==> config.mk <==
export PLATFORM = sky130hd
export DESIGN_NAME = updown_counter_n_flat
export DESIGN_NICKNAME = d
export VERILOG_FILES = /design/src/rtl/updown_counter_n_if.sv /design/src/rtl/updown_counter_n.sv /design/src/flat_wrapper.sv
export SDC_FILE = /design/constraint.sdc
export NUM_CORES = 1
export LEC_CHECK = 0
export ABC_AREA = 1
export CORE_AREA = 2 2 42 44
export CTS_BUF_LIST = sky130_fd_sc_hd__clkbuf_4 sky130_fd_sc_hd__clkbuf_8 sky130_fd_sc_hd__clkbuf_16
export CTS_CLUSTER_SIZE = 14
export DETAILED_ROUTE_END_ITERATION = 7
export DIE_AREA = 0 0 44 46
export PLACE_DENSITY = 0.76
export SLEW_MARGIN = 20
export SYNTH_ARGS = -nofsm -noshare
export SYNTH_HDL_FRONTEND = slang
export SYNTH_SLANG_ARGS = --single-unit
==> constraint.sdc <==
create_clock -name clk -period 4.35 [get_ports clk]
set_clock_uncertainty 0.2 [all_clocks]
set_input_delay 0.435 -clock clk [delete_from_list [all_inputs] [get_ports clk]]
set_output_delay 0.435 -clock clk [all_outputs]
set_load 0.05 [all_outputs]
==> src/rtl/updown_counter_n_if.sv <==
// Control/status bundle for updown_counter_n.
// The master drives the controls; the counter (slave) drives count/tc/ovf.
interface updown_counter_n_if #(
   parameter int unsigned WIDTH = 4
);
   logic             en;
   logic             up;
   logic             load;
   logic [WIDTH-1:0] load_val;
   logic [WIDTH-1:0] limit;
   logic             sat_mode;
   logic             clr_ovf;
   logic [WIDTH-1:0] count;
   logic             tc;
   logic             ovf;

   modport master (
      output en, up, load, load_val, limit, sat_mode, clr_ovf,
      input  count, tc, ovf
   );

   modport slave (
      input  en, up, load, load_val, limit, sat_mode, clr_ovf,
      output count, tc, ovf
   );
endinterface

==> src/rtl/updown_counter_n.sv <==
// Prescaled up/down counter over 0..limit with wrap or saturate at the boundary,
// a one-cycle terminal-count pulse and a sticky boundary flag.
module updown_counter_n #(
   parameter int unsigned WIDTH    = 4,
   parameter int unsigned PRESCALE = 1
) (
   input logic              clk,
   input logic              rst,
   updown_counter_n_if.slave bus
);
   localparam int unsigned PW = (PRESCALE > 1) ? $clog2(PRESCALE) : 1;
   localparam logic [PW-1:0] PS_LAST = PW'(PRESCALE - 1);

   logic [PW-1:0]    presc_q, presc_d;
   logic [WIDTH-1:0] count_q, count_d;
   logic [WIDTH-1:0] step_val;
   logic             step;
   logic             boundary;
   logic             event_hit;
   logic             tc_q, ovf_q, ovf_d;

   // Load wins over stepping; a step only fires on the last prescaler slot.
   always_comb begin
      step    = bus.en && !bus.load && (presc_q == PS_LAST);
      presc_d = presc_q;
      if (bus.load) begin
         presc_d = '0;
      end else if (bus.en) begin
         presc_d = step ? '0 : presc_q + PW'(1);
      end
   end

   // Next value for a step, and whether that step hits the boundary.
   always_comb begin
      step_val = count_q;
      boundary = 1'b0;
      if (bus.up) begin
         if (count_q < bus.limit) begin
            step_val = count_q + WIDTH'(1);
         end else begin
            boundary = 1'b1;
            step_val = bus.sat_mode ? bus.limit : '0;
         end
      end else begin
         if (count_q == '0) begin
            boundary = 1'b1;
            step_val = bus.sat_mode ? '0 : bus.limit;
         end else if (bus.sat_mode && (count_q > bus.limit)) begin
            step_val = bus.limit;
         end else begin
            step_val = count_q - WIDTH'(1);
         end
      end
   end

   always_comb begin
      event_hit = step && boundary;
      if (bus.load) begin
         count_d = bus.load_val;
      end else if (step) begin
         count_d = step_val;
      end else begin
         count_d = count_q;
      end
      // A boundary event on the same edge keeps ovf set despite clr_ovf.
      if (event_hit) begin
         ovf_d = 1'b1;
      end else if (bus.clr_ovf) begin
         ovf_d = 1'b0;
      end else begin
         ovf_d = ovf_q;
      end
   end

   always_ff @(posedge clk) begin
      if (rst) begin
         count_q <= '0;
         presc_q <= '0;
         tc_q    <= 1'b0;
         ovf_q   <= 1'b0;
      end else begin
         count_q <= count_d;
         presc_q <= presc_d;
         tc_q    <= event_hit;
         ovf_q   <= ovf_d;
      end
   end

   assign bus.count = count_q;
   assign bus.tc    = tc_q;
   assign bus.ovf   = ovf_q;
endmodule

==> src/flat_wrapper.sv <==
// flat-port wrapper written by rule: the top's interface ports become plain ports
module updown_counter_n_flat 
#(
   parameter int unsigned WIDTH    = 4,
   parameter int unsigned PRESCALE = 1
)
  (clk, rst, bus_en, bus_up, bus_load, bus_load_val, bus_limit, bus_sat_mode, bus_clr_ovf, bus_count, bus_tc, bus_ovf);
  updown_counter_n_if #(.WIDTH(WIDTH)) bus_i ();
  input logic clk;
  input logic rst;
  input wire logic [$bits(bus_i.en)-1:0] bus_en;
  input wire logic [$bits(bus_i.up)-1:0] bus_up;
  input wire logic [$bits(bus_i.load)-1:0] bus_load;
  input wire logic [$bits(bus_i.load_val)-1:0] bus_load_val;
  input wire logic [$bits(bus_i.limit)-1:0] bus_limit;
  input wire logic [$bits(bus_i.sat_mode)-1:0] bus_sat_mode;
  input wire logic [$bits(bus_i.clr_ovf)-1:0] bus_clr_ovf;
  output wire logic [$bits(bus_i.count)-1:0] bus_count;
  output wire logic [$bits(bus_i.tc)-1:0] bus_tc;
  output wire logic [$bits(bus_i.ovf)-1:0] bus_ovf;
  assign bus_i.en = bus_en;
  assign bus_i.up = bus_up;
  assign bus_i.load = bus_load;
  assign bus_i.load_val = bus_load_val;
  assign bus_i.limit = bus_limit;
  assign bus_i.sat_mode = bus_sat_mode;
  assign bus_i.clr_ovf = bus_clr_ovf;
  assign bus_count = bus_i.count;
  assign bus_tc = bus_i.tc;
  assign bus_ovf = bus_i.ovf;
  updown_counter_n #(.WIDTH(WIDTH), .PRESCALE(PRESCALE)) u_core (.clk(clk), .rst(rst), .bus(bus_i));
endmodule
-- After elaboration in Yosys (flattened, before gate mapping)
Index checks and enable logic that the tools add are counted.
- shifts and indexed selects: 0
- bitwise operators: 1
- magnitude comparators: 2
- multipliers: 0
- add/sub/neg operators: 3
- mux-type cells: 14
- divide/modulo/power cells: 0
- reductions and logical operators: 9
- equal/unequal tests: 0
- operators with widths (operator ; number):
    two-way mux 4 bit ; 8
    two-way mux 1 bit ; 6
    adder 4 x 1 -> 4 bit (second input constant) ; 1
    greater-than comparator 4 bit ; 1
    logical AND 1 bit ; 4
    logical NOT 4 bit ; 1
    less-than comparator 4 bit ; 1
    nonzero test 2 bit ; 2
    subtractor 4 x 1 -> 4 bit (second input constant) ; 1
    OR reduction 2 bit ; 1
    adder 1 bit (second input constant) ; 1
    logical NOT 1 bit ; 1
    inverter 1 bit ; 1
- bits in writable memories: 0
- bits of input ports: 15
- bits in latches: 0
- memories: 0
- logic and storage cells: 33
- register bits: 7
- memory bits (read-only): 0

-- Depth between registers and ports, before layout
- depth in word-level cells: 7
- gate-level depth with buffers: 16

-- Worst setup path after synthesis
No wires, ideal clock.
- kind: reg-to-reg
- from: reg u_core.count_q[0], in the netlist u_core.bus.count[0]
- to: reg u_core.count_q[2], in the netlist u_core.bus.count[2]
- cell stages (with the launch flop): 15
- data arrival time: 1.857 ns
- data required time: 4.036 ns
- period minus slack after synthesis: 2.170 ns
- path slack: 2.180 ns
- buffers on the path: 0
- path through: dfxtp_1 inv_1 ha_1 nand2_1 nor2_4 nor2_4 nand2_4 nand2_2 nand2_1 nand2_1 nand2_1 nand2_1 nand2_1 nand2_1 a21oi_2
- word-level cells in the longest chain between the ends: 7
- elaborated cells between the ends (all ways): 12
- RTL lines (element ; RTL line ; RTL):
    start: declaration ; updown_counter_n.sv:15 ; logic [WIDTH-1:0] count_q, count_d;
    start signal: assignment ; updown_counter_n.sv:82 ; count_q <= count_d;
    greater-than comparator 4 bit ; updown_counter_n.sv:48 ; end else if (bus.sat_mode && (count_q > bus.limit)) begin
    logical AND 1 bit ; updown_counter_n.sv:48 ;
    two-way mux 4 bit ; updown_counter_n.sv:48 ;
    two-way mux 4 bit ; updown_counter_n.sv:45 ; if (count_q == '0) begin
    two-way mux 4 bit * ; updown_counter_n.sv:37 ; if (bus.up) begin
    two-way mux 4 bit * ; updown_counter_n.sv:60 ; end else if (step) begin
    two-way mux 4 bit * ; updown_counter_n.sv:58 ; if (bus.load) begin
Every way passes the cells marked *; elsewhere a longest branch is shown, timed or not. The select of a mux whose other input is x is not followed.
A chain may end at the register's enable or synchronous reset.

-- Final worst setup path
- from: reg u_core.count_q[2], in the netlist u_core.bus.count[2]
- to: out bus_count[2]
- RTL lines (element ; RTL line ; RTL):
    end: declaration ; flat_wrapper.sv:18 ; output wire logic [$bits(bus_i.count)-1:0] bus_count;
No word-level cell between the ends.

==> metrics <==
status=completed; Placer Congestion=0.8170; Min-Delay Startpoint=u_core.presc_q; crit path cell chain=clkdlybuf4s50_1; WHS Endpoint=u_core.presc_q; initial DRC count=17; Synth async-reset ratio=0; die height=roughly 46 um; DRT Pass-1 Iters=4; Final Setup Violations=0; post-CTS resize count=0; post-CTS setup buffers=0; Cell Rows=15; routing usage on met2=0.3176; Worst Path Max Fanout=8; # diodes=0; Hold Crit Class=reg2reg; Initial Util=0.4388; PD cells=roughly 270 mW/mm2; CTS Sinks=7; Synth-to-Final Area Change=33.92%; hold depth=2; CP Data Arrival Time=around 1700 ps; Total Power=257.6 uW; Seq/Total Area, Yosys=0.1979; FMAX=around 0.43 GHz; critical path's largest stage delay=between 800 and 900 ps; clock tree buffer depth=2; # hold bufs at CTS=0; met1 Use GR=0.2275; nets@finish=about 150; max cap viols=0; clk slew on worst S/H paths=approximately 50 ps; total placed cells including tap cells=approximately 140; vias in the first global route=721; Slew Viols, Final=0; Yosys reg bits=7; Max H-tree Level=1; Final Hold Fails=0; antenna violations before repair=0; pre-CTS setup slack=~1800 ps; Final ANT Viol Nets=0; Ports=21; drt total wl=about 1.7 mm; Die W=roughly 44 um; post-route DRC violation count=0; Final period util=0.5310; Post-Syn Area=roughly 710 um2; kind of critical path=reg2out; Max-slew headroom=0.6514; fraction of layout cells with a size suffix above 1=0.1613; busiest grt layer=met2; crit path buf inv count=1; R2R Path End=u_core.bus.count[2]; Top FF cell, synth=dfxtp_1; reg2reg path depth=14; syn avg cell area=approximately 7 um2; # port buffers=20; Clk Latency, worst-skew pair=around 260 ps; minimum clock period=2310 ps; EDFF count, synth=0; library cells used by synthesis=26; largest net degree at the start of global routing=10; worst vdd ir=~0.18 mV; crit path launch type=flop; count of warnings emitted by yosys=0; Leakage=0.0004241 uW; crit-path leading delay family=buffers and inverters; DR vias=743; RSZ-0062 raised after global routing=no; CP Capture Type=output pin; gr usage total=0.1936; Vias/cell=5.270; DP HPWL=about 1.4 mm; first-pass GRT wire length=about 2.9 mm; CP Data Required Time=3710 ps; post-route worst setup slack=a little over 2000 ps; FF-to-FF setup slack=about 2400 ps; syn nets=between 100 and 150; total die area=~0.0020 mm2; Slew @ Worst Pin=521.2 ps; Critical Path Slowest Stage Cell=clkdlybuf4s50_1; WL/cell=around 12 um; Syn Inst Count=101; met3 usage=0.07540; Root Driver=clkbuf_4; reg-to-reg startpoint=u_core.bus.count[2]; core area=0.001614 mm2; total CTS buffers=3; setup TNS=0 ps; CTS tree=built; fin cells=approximately 140; grt total ovfl=0
[synth_stat cells, types with 4 or more instances]
cell     count  share of area
nand3_1      7          0.049
dfxtp_1      7           0.20
ha_1         6           0.11
nor2_1       7          0.037
a21oi_1      6          0.042
nand2_1     13          0.069
inv_1       14          0.074
inv_2        4          0.021
[logic make-up (layout without fill, tap and decap cells)]
| logic type | count (synthesis) | after routing | synth area share |
|---|---|---|---|
| AO/OA/AOI/OAI | 24 | 24 | 0.2226 |
| XOR/XNOR | 4 | 4 | 0.04948 |
| adder cells (fa/ha/maj) | 6 | 6 | 0.1060 |
| buffers and inverters | 20 | 43 | 0.1166 |
| flip-flops | 7 | 7 | 0.1979 |
| AND/OR/NAND/NOR | 40 | 40 | 0.3074 |
[layout by cell type (no fill, tap or decap), types with 2 or more instances in the layout]
master | netlist | routed
o221ai_1 | 3 | 3
ha_1 | 6 | 6
inv_1 | 14 | 14
o21ai_0 | 3 | 3
nor2_1 | 7 | 7
xor2_1 | 3 | 3
o21ai_1 | 2 | 2
nand2_1 | 13 | 13
a31oi_1 | 2 | 2
nand2_2 | 3 | 3
clkbuf_4 | 0 | 4
nor2_4 | 3 | 3
a21oi_2 | 3 | 3
nor3_1 | 3 | 3
dfxtp_1 | 7 | 7
nand2_4 | 3 | 3
o211ai_1 | 2 | 2
inv_2 | 4 | 4
clkdlybuf4s50_1 | 0 | 20
a21oi_1 | 6 | 6
nand3_1 | 7 | 7
[how the worst max path moves through the flow]
| stage | from | to | slack [ps] | cells after the start |
|---|---|---|---|---|
| finish | u_core.bus.count[2] | bus_count[2] | 2040 | 1 |
| global route | bus_limit[3] | u_core.bus.count[2] | 1940 | 16 |
| CTS | u_core.bus.count[2] | bus_count[2] | 2020 | 1 |
| detailed placement | bus_limit[3] | u_core.bus.count[2] | 1820 | 16 |
| global placement | bus_limit[3] | u_core.bus.count[2] | 1880 | 16 |
| floorplan | u_core.bus.count[0] | u_core.bus.count[2] | 2180 | 14 |
[tightest hold or removal path: stages (launching register included)]
cell     delay [ps]
dfxtp_1         290
inv_1            60
nor4_1           50
[metrics by stage]
step           hold WS, ps  cell area, um2  utilization
5_1_grt              288.1           948.4       0.5876
6_report             242.6           948.4       0.5876
3_3_place_gp         229.4           918.4       0.5690
3_5_place_dp         234.8           918.4       0.5690
2_1_floorplan        218.5           708.2            -
4_1_cts              242.6           948.4       0.5876
[power by group]
| part | internal, uW | total, uW | switching [uW] | leakage [uW] |
|---|---|---|---|---|
| registers | 68.4 | 77.0 | 8.57 | 0.0000575 |
| logic | 47.6 | 114 | 66.5 | 0.000348 |
| clock network | 41.3 | 66.4 | 25.1 | 0.0000184 |
[sequential cells by signal, indices dropped and copies added (netlist names)]
signal and count:
u_core.bus.ovf 1, u_core.bus.tc 1, u_core.bus.count 4, u_core.presc_q 1
[area by class of cell]
type,instances,area (um2)
Inverter,19,71.32
Multi-Input combinational cell,74,485.5
Tap cell,17,21.27
Clock buffer,4,30.03
Fill cell,153,665.6
Sequential cell,7,140.1
Timing Repair Buffer,20,200.2
[layer usage]
metal	vias to the layer above	routed length, um
met5	-	0
met4	0	11
met3	2	96
met2	18	822
met1	341	741
li1	382	-
Note: power is estimated with default switching activity, not from simulation.
